<file path="src/rtl/sdram_port_arb.sv">
// sdram_port_arb: round-robin arbiter that shares one SDRAM controller port between two pulse/ready requesters
module sdram_port_arb #(
  parameter int AW = 25,
  parameter int DW = 32,
  parameter int BW = 4
) (
  input  logic          SDRAM_CLK,
  input  logic          RESET,
  input  logic          A_CLKREF,
  input  logic [AW-1:0] A_WADDR,
  input  logic [DW-1:0] A_DIN,
  input  logic [BW-1:0] A_BE,
  input  logic          A_WE,
  input  logic          A_RD,
  input  logic [AW-1:0] A_RADDR,
  output logic          A_WE_RDY,
  output logic          A_RD_RDY,
  output logic [DW-1:0] A_DOUT,
  input  logic          B_CLKREF,
  input  logic [AW-1:0] B_WADDR,
  input  logic [DW-1:0] B_DIN,
  input  logic [BW-1:0] B_BE,
  input  logic          B_WE,
  input  logic          B_RD,
  input  logic [AW-1:0] B_RADDR,
  output logic          B_WE_RDY,
  output logic          B_RD_RDY,
  output logic [DW-1:0] B_DOUT,
  output logic          SDRAM_CLKREF,
  output logic [AW-1:0] SDRAM_WADDR,
  output logic [DW-1:0] SDRAM_DIN,
  output logic [BW-1:0] SDRAM_BE,
  output logic          SDRAM_WE,
  output logic          SDRAM_RD,
  output logic [AW-1:0] SDRAM_RADDR,
  input  logic          SDRAM_WE_RDY,
  input  logic          SDRAM_RD_RDY,
  input  logic [DW-1:0] SDRAM_DOUT
);
  typedef enum logic [1:0] {IDLE, ISSUE, WAIT, DONE} state_t;
  state_t state, state_nx;
  logic [1:0] rd, we, cap, req, pend, n_we, p_we;
  logic [AW-1:0] in_waddr [2], in_raddr [2], n_addr [2], p_addr [2];
  logic [DW-1:0] in_din [2], n_din [2], p_din [2], dout [2];
  logic [BW-1:0] in_be [2], n_be [2], p_be [2];
  logic sel, last_grant, g_port, g_we, issue, finish;
  assign rd = {B_RD, A_RD};
  assign we = {B_WE, A_WE};
  assign in_waddr[0] = A_WADDR;
  assign in_waddr[1] = B_WADDR;
  assign in_raddr[0] = A_RADDR;
  assign in_raddr[1] = B_RADDR;
  assign in_din[0] = A_DIN;
  assign in_din[1] = B_DIN;
  assign in_be[0] = A_BE;
  assign in_be[1] = B_BE;
  // A fresh pulse is visible to the grant logic in the cycle it arrives, so n_* is the effective request
  always_comb
    for (int i = 0; i < 2; i++) begin
      cap[i] = ~pend[i] & (rd[i] | we[i]);
      n_we[i] = cap[i] ? we[i] : p_we[i];
      n_addr[i] = !cap[i] ? p_addr[i] : we[i] ? in_waddr[i] : in_raddr[i];
      n_din[i] = cap[i] ? in_din[i] : p_din[i];
      n_be[i] = cap[i] ? in_be[i] : p_be[i];
    end
  assign req = pend | cap;
  assign sel = &req ? ~last_grant : req[1];
  assign issue = state == IDLE && |req && SDRAM_RD_RDY && SDRAM_WE_RDY;
  assign finish = state == WAIT && (g_we ? SDRAM_WE_RDY : SDRAM_RD_RDY);
  always_ff @(posedge SDRAM_CLK)
    state <= RESET ? IDLE : state_nx;
  always_comb
    state_nx = state == IDLE  ? (issue ? ISSUE : IDLE) :
               state == ISSUE ? WAIT :
               state == WAIT  ? (finish ? DONE : WAIT) : IDLE;
  always_comb begin
    A_WE_RDY = ~pend[0];
    A_RD_RDY = ~pend[0];
    B_WE_RDY = ~pend[1];
    B_RD_RDY = ~pend[1];
    A_DOUT = dout[0];
    B_DOUT = dout[1];
    SDRAM_CLKREF = A_CLKREF | B_CLKREF;
  end
  always_ff @(posedge SDRAM_CLK) begin
    p_we <= n_we;
    p_addr <= n_addr;
    p_din <= n_din;
    p_be <= n_be;
    if (RESET) begin
      pend <= '0;
      last_grant <= 1'b1;
      g_port <= 1'b0;
      g_we <= 1'b0;
      SDRAM_RD <= 1'b0;
      SDRAM_WE <= 1'b0;
      SDRAM_WADDR <= '0;
      SDRAM_RADDR <= '0;
      SDRAM_DIN <= '0;
      SDRAM_BE <= '0;
      dout <= '{default: '0};
    end else begin
      // Pend drops on the completion edge so the port shows ready in DONE and may re-request there
      for (int i = 0; i < 2; i++)
        pend[i] <= req[i] & ~(finish && g_port == i[0]);
      SDRAM_RD <= issue & ~n_we[sel];
      SDRAM_WE <= issue & n_we[sel];
      if (issue) begin
        last_grant <= sel;
        g_port <= sel;
        g_we <= n_we[sel];
        if (n_we[sel]) begin
          SDRAM_WADDR <= n_addr[sel];
          SDRAM_DIN <= n_din[sel];
          SDRAM_BE <= n_be[sel];
        end else
          SDRAM_RADDR <= n_addr[sel];
      end
      if (finish && !g_we)
        dout[g_port] <= SDRAM_DOUT;
    end
  end
endmodule

</file>
<file path="config.mk">
export PLATFORM = sky130hd
export DESIGN_NAME = sdram_port_arb
export DESIGN_NICKNAME = d
export VERILOG_FILES = /design/src/rtl/sdram_port_arb.sv
export SDC_FILE = /design/constraint.sdc
export NUM_CORES = 1
export LEC_CHECK = 0
export ABC_AREA = 1
export CORE_MARGIN = 2
export CORE_UTILIZATION = 43
export DETAILED_ROUTE_END_ITERATION = 10
export GPL_TIMING_DRIVEN = 0
export PLACE_DENSITY = 0.77
export SLEW_MARGIN = 25
export SYNTH_ARGS = -nofsm -noshare
export SYNTH_HDL_FRONTEND = slang
export SYNTH_SLANG_ARGS = --single-unit
</file>
<file path="constraint.sdc">
create_clock -name SDRAM_CLK -period 1.54 [get_ports SDRAM_CLK]
set_clock_uncertainty 0.05 [all_clocks]
set_input_delay 0.154 -clock SDRAM_CLK [delete_from_list [all_inputs] [get_ports SDRAM_CLK]]
set_output_delay 0.154 -clock SDRAM_CLK [all_outputs]
set_load 0.05 [all_outputs]
</file>
# After elaboration in Yosys (flattened, before gate mapping)
# Cells that the tools add are included.
# totals
register_bits	283
input_bits	214
# classes
n_lt_le_gt_ge	4
eq_ne	2
n_mux	31
bitwise_logic	19
reduce_logical	14
# op_table
op	count
$mux W32	6
$mux W25	7
$bwmux W64	1
$demux W32 S1	1
$mux W4	5
$logic_and A1 B1 Y1	8
$mux W1	8
$not A1 Y1	7
$and A1 B1 Y1	6
$mux W2	3
$reduce_and A2 Y1	3
$ge A2 B2 Y1 const B	2
$not A1 Y2	2
$or A1 B1 Y1	3
$eq A2 B1 Y1 const B	1
$eq A2 B2 Y1 const B	1
$logic_not A2 Y1	1
$lt A1 B2 Y1 const B	1
$lt A2 B1 Y1 const B	1
$or A2 B2 Y2	1
$reduce_or A2 Y1	1
$logic_not A1 Y1	1

# Longest topological paths before layout
# Gate-level depths: netlist (run 1).
# logic_depth
ltp_word	9
mapped_depth	12
depth_no_buf	10

# Worst setup path before layout (run 1)
# No wires, ideal clock.
# synth_path
kind	register to register
start	register pend[0]
end	register SDRAM_DIN[12]
setup_ns	0.113
t_arrival_ns	1.595
required_ns	1.377
slack_ns	-0.218
stages_incl_launch_ff	11
cell_sequence	dfxtp_1 > inv_2 > nand2_1 > nand2_1 > nand2_1 > nand2_1 > nand3_2 > buf_4 > buf_4 > nor2_1 > nor2_1
# synth_between
elab_chain_len	9
elab_cells_between_ends	18
classes_between	mux: 8; bitwise: 4; reduce/logical: 6
# synth_rtl
element	line	rtl
start, declared	42	logic [1:0] rd, we, cap, req, pend, n_we, p_we;
start signal, assigned by index	105	pend[i] <= req[i] & ~(finish && g_port == i[0]);
$not A1 Y1 (*)	n/a	
named net A_RD_RDY	17	output logic A_RD_RDY,
$and A1 B1 Y1 (*)	60	cap[i] = ~pend[i] & (rd[i] | we[i]);
$or A2 B2 Y2	66	assign req = pend | cap;
$reduce_and A2 Y1	67	assign sel = &req ? ~last_grant : req[1];
$mux W1	67	
$not A1 Y2 (not written as such)	114	SDRAM_DIN <= n_din[sel];
$mux W32 (not written as such) (3 in a row)	114	
end signal, assigned	114	
end, declared	31	output logic [DW-1:0] SDRAM_DIN,
# The timed path passes the listed nets; every way through them passes the cells marked *. The select of a mux whose other input is x is not followed.
# A chain may end at the register's enable or synchronous reset.

# Worst setup path in the final report (run 1)
# layout_path
start	register pend[0]
end	register SDRAM_DIN[3]
# layout_between
elab_chain_len	9
elab_cells_between_ends	18
classes_between	mux: 8; bitwise: 4; reduce/logical: 6
# layout_rtl
element	line
$not A1 Y1	60
$and A1 B1 Y1	60
$or A2 B2 Y2	66
$reduce_and A2 Y1	67
$mux W1	67
$not A1 Y2 (not written as such)	114
$mux W32 (not written as such) (3 in a row)	114
# Several ways; a longest one is shown, not always the timed one. The select of a mux whose other input is x is not followed.

==> impl_metrics.prom, run 1 <==
# TYPE chip_impl_metric gauge
chip_impl_metric{name="finalHoldWorstSlack",unit="ns"} 0.04827
chip_impl_metric{name="worst_slew_pin_slew",unit="ns"} 0.6778
chip_impl_metric{name="final_net_count",unit=""} 2601
chip_impl_metric{name="routedWlPerCell",unit="um"} 15.61
chip_impl_info{name="type_of_element_capturing_the_critical_path",value="flip-flop"} 1
chip_impl_metric{name="route.antenna.remaining_nets",unit=""} 0
chip_impl_info{name="synth_top_family_by_area",value="simple AND/OR/NAND/NOR gates"} 1
chip_impl_metric{name="setup_viol",unit=""} 158
chip_impl_metric{name="leakage",unit="nW"} 10.16
chip_impl_metric{name="drv_slew",unit=""} 0
chip_impl_metric{name="synth_adder_area_share",unit="%"} 0.3088
chip_impl_metric{name="cts_buffer_depth",unit=""} 3
chip_impl_info{name="slowest_stage",value="sky130_fd_sc_hd__dfxtp_4"} 1
chip_impl_metric{name="initial_antenna_violation_count",unit=""} 1
chip_impl_metric{name="synthDistinctLibCells",unit=""} 23
chip_impl_metric{name="yosysTopAreaCellShare",unit="%"} 46.60
chip_impl_info{name="hold_path.class",value="in -> reg"} 1
chip_impl_metric{name="die_w",unit="um"} 172.1
chip_impl_metric{name="track_usage",unit="%"} 27.26
chip_impl_metric{name="cts_sinks",unit=""} 283
chip_impl_metric{name="ys_seq_area_share",unit="%"} 46.60
chip_impl_metric{name="synthesis.nets",unit=""} 2147
chip_impl_metric{name="synthXorXnorAreaFrac",unit="%"} 0
chip_impl_metric{name="grt_remaining_overflow",unit=""} 0
chip_impl_metric{name="final_period_minus_worst_setup_slack",unit="ns"} 1.696
chip_impl_info{name="rsz0062_at_grt",value="yes"} 1
chip_impl_metric{name="min_path_cells",unit=""} 6
chip_impl_metric{name="pin_count_of_the_biggest_net_entering_global_routing",unit=""} 15
chip_impl_info{name="mostFrequentLayoutCell",value="sky130_fd_sc_hd__nand2_1"} 1
chip_impl_metric{name="cts_htree_levels",unit=""} 1
chip_impl_metric{name="synth_seq_cells",unit=""} 283
chip_impl_info{name="cts_tree",value="yes"} 1
chip_impl_metric{name="clock.fmax",unit="GHz"} 0.5895
chip_impl_metric{name="total_die_area",unit="um^2"} 29630
chip_impl_metric{name="drtPass1Iterations",unit=""} 6
chip_impl_metric{name="dpl_cell_area",unit="um^2"} 16350
chip_impl_metric{name="regArea",unit="um^2"} 5679
chip_impl_metric{name="timing.critical_path.slowest_cell_delay",unit="ns"} 0.37
chip_impl_metric{name="hold_viol_final",unit=""} 0
chip_impl_metric{name="number_of_fill_cells_in_the_layout",unit=""} 2357
chip_impl_metric{name="netlist_area",unit="um^2"} 12160
chip_impl_metric{name="synth-compound-area-share",unit="%"} 4.055
chip_impl_metric{name="drive_above_1_share",unit="%"} 24.55
chip_impl_metric{name="crit_path_max_fanout",unit=""} 7
chip_impl_metric{name="cts-buffers-inserted",unit=""} 30
chip_impl_metric{name="postLayoutSetupSlackWorst",unit="ns"} -0.1564
chip_impl_info{name="cp_cell_sequence",value="inv_8, nand2_8, a21oi_4, buf_12, nand2_4, nand3_4, buf_12, clkbuf_16, nand2_2, nand2_1, nor2_1"} 1
chip_impl_metric{name="gp_congestion",unit=""} 0.8436
chip_impl_metric{name="worst_ep_required_time",unit="ns"} 1.93
chip_impl_metric{name="vdd.ir_drop.worst",unit="mV"} 0.7155
chip_impl_metric{name="path_clk_slew",unit="ns"} 0.07
chip_impl_info{name="critPathKind",value="reg -> reg"} 1
chip_impl_info{name="synthTopCellsByArea",value="sky130_fd_sc_hd__dfxtp_1 47%, sky130_fd_sc_hd__nand2_1 26%, sky130_fd_sc_hd__inv_1 9.3%"} 1
chip_impl_metric{name="power-per-cell-area",unit="nW/um^2"} 1066
chip_impl_metric{name="multiInputGateArea",unit="um^2"} 6055
chip_impl_metric{name="arrival",unit="ns"} 2.09
chip_impl_metric{name="core-area",unit="um^2"} 27780
chip_impl_info{name="clock_tree.root_cell",value="sky130_fd_sc_hd__clkbuf_16"} 1
chip_impl_metric{name="timing.max_slew.rel_slack",unit="%"} 54.81
chip_impl_metric{name="synth-simple-area-share",unit="%"} 36.28
chip_impl_metric{name="drv.max_cap_violation_count",unit=""} 0
chip_impl_metric{name="die_h",unit="um"} 172.1
chip_impl_metric{name="area_growth",unit="%"} 56.92
chip_impl_metric{name="pin_count",unit=""} 371
chip_impl_metric{name="port_buffers",unit=""} 369
chip_impl_metric{name="vias",unit=""} 13160
chip_impl_metric{name="worst_skew_pair.late_latency",unit="ns"} 0.55
chip_impl_metric{name="mux_contribution_to_synthesized_area",unit="%"} 0
chip_impl_metric{name="overall_routed_net_length",unit="mm"} 43.50
chip_impl_info{name="synth_area_leader_cell",value="sky130_fd_sc_hd__dfxtp_1"} 1
chip_impl_metric{name="initial_core_util",unit="%"} 43.76
chip_impl_metric{name="remaining_drc_errors",unit=""} 0
chip_impl_metric{name="grt_pass1_wl",unit="mm"} 63.83
chip_impl_info{name="violated_checks",value="negative setup slack"} 1
chip_impl_metric{name="grt_pass1_vias",unit=""} 12530
chip_impl_metric{name="postSynthAreaPerCell",unit="um^2"} 6.299
chip_impl_info{name="crit_path_frequent_cell",value="sky130_fd_sc_hd__buf_12"} 1
chip_impl_metric{name="netlist_instances",unit=""} 1930
chip_impl_metric{name="avgViaCountPerCell",unit=""} 4.723
chip_impl_metric{name="drt-initial-drc-count",unit=""} 986
chip_impl_metric{name="timing.reg2reg.worst_path_depth",unit=""} 11
chip_impl_info{name="final_cell_mix",value="772 x sky130_fd_sc_hd__nand2_1, 281 x sky130_fd_sc_hd__inv_1, 278 x sky130_fd_sc_hd__dfxtp_1, 211 x sky130_fd_sc_hd__clkdlybuf4s50_1, 169 x sky130_fd_sc_hd__nor2_1"} 1
chip_impl_metric{name="post-dp-hpwl",unit="mm"} 29.24
chip_impl_info{name="worstSetupStartpointType",value="flip-flop"} 1
chip_impl_metric{name="row_count",unit=""} 61
chip_impl_metric{name="final_min_period_over_clock_period",unit="%"} 110.2
chip_impl_metric{name="yosysWarningCount",unit=""} 0
chip_impl_metric{name="final_cell_area",unit="um^2"} 19080
chip_impl_info{name="run_status",value="complete, but fails checks"} 1
-- cells in the mapped netlist --
| cell type | count |
|---|---|
| sky130_fd_sc_hd__a21oi_1 | 2 |
| sky130_fd_sc_hd__clkinv_1 | 1 |
| sky130_fd_sc_hd__buf_4 | 8 |
| sky130_fd_sc_hd__ha_1 | 3 |
| sky130_fd_sc_hd__inv_1 | 300 |
| sky130_fd_sc_hd__buf_1 | 13 |
| sky130_fd_sc_hd__nand2_1 | 850 |
| sky130_fd_sc_hd__o21ai_2 | 1 |
| sky130_fd_sc_hd__nor2_1 | 236 |
| sky130_fd_sc_hd__clkbuf_1 | 63 |
| sky130_fd_sc_hd__nand2_2 | 1 |
| sky130_fd_sc_hd__dfxtp_1 | 283 |
| sky130_fd_sc_hd__o211ai_1 | 1 |
| sky130_fd_sc_hd__a21oi_4 | 1 |
| sky130_fd_sc_hd__nor2_2 | 3 |
| sky130_fd_sc_hd__o21ai_0 | 88 |
| sky130_fd_sc_hd__nand4_2 | 1 |
| sky130_fd_sc_hd__o21ai_1 | 2 |
| sky130_fd_sc_hd__buf_2 | 12 |
| sky130_fd_sc_hd__inv_2 | 4 |
| sky130_fd_sc_hd__or2_2 | 1 |
| sky130_fd_sc_hd__nand3_2 | 2 |
| sky130_fd_sc_hd__nand3_1 | 54 |
-- kinds of logic after synthesis --
logic type / count (synthesis)
and+or+nand+nor: 1148
DFF: 283
AOI/OAI and AO/OA: 95
adders and majority gates: 3
buffers and inverters: 401
-- worst max-delay path: cells and delay by family, from the launching register on --
family                 cells  cell delay, ns
buffers and inverters      4            0.58
and+or+nand+nor            6            0.41
DFF                        1            0.37
AOI/OAI and AO/OA          1            0.17
-- layer usage --
metal  GRT usage (%)  vias up  wire [um]
li1                -     6539          -
met1           31.69     5964      16970
met2           47.91      546      21260
met3           6.958      109       3598
met4           10.92        0       1673
met5               0        -          0
-- registers in the layout, indices dropped and copies added, names as in the netlist, 2 cells and up --
signal / cells
state: 2
p_addr: 50
A_DOUT: 32
SDRAM_DIN: 32
SDRAM_WADDR: 25
p_we: 2
p_din: 64
SDRAM_RADDR: 25
pend: 2
SDRAM_BE: 4
B_DOUT: 32
p_be: 8
-- power by group --
group | switching [W] | internal (W) | leakage, nW
logic | 0.00297 | 0.00181 | 7.31
clock network | 0.00303 | 0.00429 | 0.503
registers | 0.000263 | 0.00798 | 2.34
total | 0.00626 | 0.0141 | 10.2
-- path summary, 6_finish.rpt --
check,from,to,slack (ns)
max,pend[0],SDRAM_DIN[3],-0.16
min,B_WE,p_addr[3],0.05
max reg2reg,pend[0],SDRAM_DIN[3],-0.16
min reg2reg,p_din[63],p_din[63],0.40
-- cell type report --
cell class,count,area share (%)
plain buffers,95,4.749
repair buffers,423,19.82
clock buffers,41,4.578
clock inverters,14,0.6756
well taps,378,2.479
flip-flops and latches,283,29.77
inverters,305,6.172
multi-input cells,1246,31.74
diodes,1,0.01312
-- what timing repair did --
item                                    CTS  global route
pin swaps                                31            66
buffers inserted                         13            22
hold buffers                              1             0
endpoints found under the setup margin  430           294
hold endpoints to repair                  1             0
cloned                                    6            12
gates resized for setup                 460           607
-- through the flow --
stage / utilization, % / TNS (ns) / std cells / total power, W / setup slack [ns]
after floorplan: - / -3.752 / 1930 / 0.01078 / -0.06253
after global placement: 58.86 / -188.66 / 2677 / 0.01230 / -1.064
after detailed placement: 58.86 / -201.01 / 2677 / 0.01240 / -1.122
after CTS: 65.26 / -30.22 / 2752 / 0.01974 / -0.1799
after global routing: 68.65 / -27.66 / 2785 / 0.02120 / -0.2442
final: 68.66 / -15.89 / 2786 / 0.02034 / -0.1564
(Power assumes the default switching activity.)
==> run 2: changes to the inputs <==
CORE_UTILIZATION = 57   (was 43)
DONT_BUFFER_PORTS = 1   (was default)
PLACE_DENSITY = 0.75   (was 0.77)
==> run 2 against run 1 <==
  * The flow finishes with violations (negative hold slack, negative setup slack)
  * Routed wire length grew 10%
  * Sequential power is 8.8% higher
  * Hold slack worse by 0.072 ns
  * Worst setup slack worse by 0.28 ns
  * Register-to-register slack got worse by 0.28 ns
  * Non-clock buffer count fell by 168
  * Clock power grew 6.4%
  * First-iteration DRC count up 4.5%
  * Clock-buffer cell count is 7 higher
  * Utilization grew 15 points
  * Die area fell by 24%
  * Sequential cell count stayed put
  * Critical path type unchanged
  * Highest routed layer unchanged
==> impl_metrics.prom, run 2 (synthesis gave the netlist of run 1 again) <==
# TYPE chip_impl_metric gauge
chip_impl_info{name="run_status",value="complete, but fails checks"} 1
chip_impl_info{name="violated_checks",value="negative hold slack, negative setup slack"} 1
chip_impl_info{name="regMostFlops",value="p_din"} 1
chip_impl_metric{name="route.antenna.remaining_nets",unit=""} 0
chip_impl_metric{name="port_buffers",unit=""} 0
chip_impl_metric{name="worst_skew_pair.late_latency",unit="ns"} 0.55
chip_impl_metric{name="post-dp-hpwl",unit="mm"} 24.79
chip_impl_metric{name="overall_routed_net_length",unit="mm"} 48.02
chip_impl_info{name="holdCritStartpoint",value="A_RD"} 1
chip_impl_metric{name="area_growth",unit="%"} 43.96
chip_impl_metric{name="leakage",unit="nW"} 9.228
chip_impl_metric{name="cts_hold_buf",unit=""} 209
chip_impl_metric{name="power-per-cell-area",unit="nW/um^2"} 1157
chip_impl_metric{name="postLayoutSetupSlackWorst",unit="ns"} -0.4332
chip_impl_info{name="hold_path.class",value="in -> reg"} 1
chip_impl_metric{name="vdd.ir_drop.worst",unit="mV"} 0.8075
chip_impl_metric{name="pin_count_of_the_biggest_net_entering_global_routing",unit=""} 15
chip_impl_metric{name="regArea",unit="um^2"} 5677
chip_impl_info{name="timing.rr.end",value="B_DOUT[5]"} 1
chip_impl_info{name="cts_tree",value="yes"} 1
chip_impl_metric{name="number_of_flip_flops_in_the_largest_register",unit=""} 64
chip_impl_metric{name="min_path_cells",unit=""} 3
chip_impl_metric{name="total_die_area",unit="um^2"} 22510
chip_impl_metric{name="track_usage",unit="%"} 37.58
chip_impl_metric{name="initial_core_util",unit="%"} 58.01
chip_impl_info{name="final_cell_mix",value="826 x sky130_fd_sc_hd__nand2_1, 295 x sky130_fd_sc_hd__inv_1, 278 x sky130_fd_sc_hd__dfxtp_1, 209 x sky130_fd_sc_hd__dlygate4sd3_1, 153 x sky130_fd_sc_hd__nor2_1"} 1
chip_impl_metric{name="clock.fmax",unit="GHz"} 0.5068
chip_impl_metric{name="final_util",unit="%"} 83.51
chip_impl_info{name="worstSetupStartpointType",value="flip-flop"} 1
chip_impl_info{name="mostFrequentLayoutCell",value="sky130_fd_sc_hd__nand2_1"} 1
chip_impl_metric{name="initial_antenna_violation_count",unit=""} 3
chip_impl_metric{name="reg2reg_slack",unit="ns"} -0.43
chip_impl_info{name="regToRegStartpoint",value="state[0]"} 1
chip_impl_metric{name="vias",unit=""} 13600
chip_impl_metric{name="remaining_drc_errors",unit=""} 0
chip_impl_metric{name="setup_viol",unit=""} 155
chip_impl_metric{name="cts-buffers-inserted",unit=""} 30
chip_impl_metric{name="final_period_minus_worst_setup_slack",unit="ns"} 1.973
chip_impl_metric{name="grt_remaining_overflow",unit=""} 0
chip_impl_metric{name="pin_count",unit=""} 371
chip_impl_metric{name="dpl_cell_area",unit="um^2"} 12530
chip_impl_metric{name="drtPass1Iterations",unit=""} 8
chip_impl_metric{name="drt-initial-drc-count",unit=""} 1030
chip_impl_metric{name="row_count",unit=""} 53
chip_impl_metric{name="drv.max_cap_violation_count",unit=""} 0
chip_impl_metric{name="crit_path_max_fanout",unit=""} 8
chip_impl_metric{name="routedWlPerCell",unit="um"} 19.05
chip_impl_metric{name="path_clk_slew",unit="ns"} 0.07
chip_impl_metric{name="cts_htree_levels",unit=""} 1
chip_impl_metric{name="core-area",unit="um^2"} 20960
chip_impl_metric{name="final_net_count",unit=""} 2435
chip_impl_info{name="layout_top_registers",value="p_din x64, p_addr x50"} 1
chip_impl_metric{name="die_w",unit="um"} 150.0
chip_impl_metric{name="worst_ep_required_time",unit="ns"} 1.91
chip_impl_metric{name="grt_pass1_wl",unit="mm"} 66.96
chip_impl_metric{name="arrival",unit="ns"} 2.35
chip_impl_info{name="min_delay_worst_endpoint",value="p_we[0]"} 1
chip_impl_metric{name="placement.setup.worst_slack",unit="ns"} -0.6223
chip_impl_metric{name="grt_pass1_vias",unit=""} 13260
chip_impl_metric{name="avgViaCountPerCell",unit=""} 5.397
chip_impl_info{name="critPathKind",value="reg -> reg"} 1
chip_impl_metric{name="drive_above_1_share",unit="%"} 15.04
chip_impl_metric{name="multiInputGateArea",unit="um^2"} 5793
chip_impl_info{name="clock_tree.root_cell",value="sky130_fd_sc_hd__clkbuf_16"} 1
chip_impl_metric{name="gp_congestion",unit=""} 0.8726
chip_impl_metric{name="number_of_fill_cells_in_the_layout",unit=""} 1218
chip_impl_metric{name="drv_slew",unit=""} 0
chip_impl_metric{name="die_h",unit="um"} 150.0
chip_impl_metric{name="timing.max_slew.rel_slack",unit="%"} 42.03
chip_impl_metric{name="cts_sinks",unit=""} 283
chip_impl_metric{name="timing.reg2reg.worst_path_depth",unit=""} 11
chip_impl_metric{name="final_min_period_over_clock_period",unit="%"} 128.1
chip_impl_info{name="rsz0062_at_grt",value="yes"} 1
chip_impl_info{name="type_of_element_capturing_the_critical_path",value="flip-flop"} 1
chip_impl_metric{name="worst_slew_pin_slew",unit="ns"} 0.8695
chip_impl_metric{name="cts_buffer_depth",unit=""} 3
chip_impl_metric{name="finalHoldWorstSlack",unit="ns"} -0.02332
chip_impl_metric{name="hold_viol_final",unit=""} 1
chip_impl_metric{name="final_cell_area",unit="um^2"} 17500
==> run 2: cell count changes in the layout (fill, tap and decap cells not counted), sizes merged, moves of 6 or more <==
| cell | change |
|---|---|
| clkdlybuf4s50 | -211 |
| dlygate4sd3 | +208 |
| buf | -7 |
| clkdlybuf4s15 | -12 |
| clkinv | -6 |
| clkbuf | -135 |
==> run 2: where the power goes <==
part | internal [W] | leakage [nW] | switching [W] | total, W
registers | 0.00798 | 2.34 | 0.000997 | 0.00898
logic | 0.00133 | 6.37 | 0.00214 | 0.00347
clock network | 0.00470 | 0.522 | 0.00310 | 0.00779
total | 0.0140 | 9.23 | 0.00624 | 0.0202
==> run 2: worst max path at each step <==
stage / to / start
floorplan: A_DOUT[10] / state[0]
global placement: SDRAM_WADDR[14] / B_WE
detailed placement: B_DOUT[13] / state[0]
CTS: SDRAM_DIN[10] / pend[0]
global route: B_DOUT[5] / state[0]
finish: B_DOUT[5] / state[0]
==> run 2: final cells by class <==
type	count	share of cell area, %
clock buffers	48	5.426
inverters	305	6.763
well taps	275	1.966
clock inverters	7	0.6435
repair buffers	254	15.07
multi-input cells	1248	33.10
diodes	4	0.05720
flip-flops and latches	283	32.44
plain buffers	96	4.533
==> run 2: repair_timing <==
item | in CTS | in global routing
pin swaps | 58 | 35
hold endpoints to repair | 228 | 1
setup buffers | 21 | 8
gates cloned | 13 | 5
resized for setup | 293 | 179
setup endpoints to repair | 255 | 161
==> run 2: layer usage <==
metal / up-vias / part of all wire (%) / track usage [%]
met5: - / 0 / 0
met4: 0 / 7.3 / 20.57
met3: 313 / 11 / 9.329
met2: 929 / 47 / 65.32
met1: 6161 / 35 / 42.14
li1: 6197 / - / -
==> run 2: critical path, cell delays in order (launching register included) <==
cell and delay (ns):
sky130_fd_sc_hd__dfxtp_2 0.34, sky130_fd_sc_hd__inv_4 0.07, sky130_fd_sc_hd__ha_4 0.13, sky130_fd_sc_hd__o21ai_2 0.05, sky130_fd_sc_hd__nor2_2 0.17, sky130_fd_sc_hd__nand2_2 0.11
sky130_fd_sc_hd__nor2_4 0.11, sky130_fd_sc_hd__buf_12 0.17, sky130_fd_sc_hd__buf_8 0.13, sky130_fd_sc_hd__buf_6 0.10, sky130_fd_sc_hd__o21ai_2 0.05, sky130_fd_sc_hd__nor2_1 0.35
==> run 2: through the flow <==
step	std cells	setup TNS, ns	power, W	hold WS (ns)
floorplan	1930	-3.752	0.01078	0.1731
global placement	2205	-89.74	0.01134	0.1766
detailed placement	2205	-96.18	0.01141	0.1806
CTS	2503	-22.08	0.01973	-0.09716
global route	2519	-43.13	0.02090	-0.02026
finish	2520	-31.70	0.02025	-0.02332
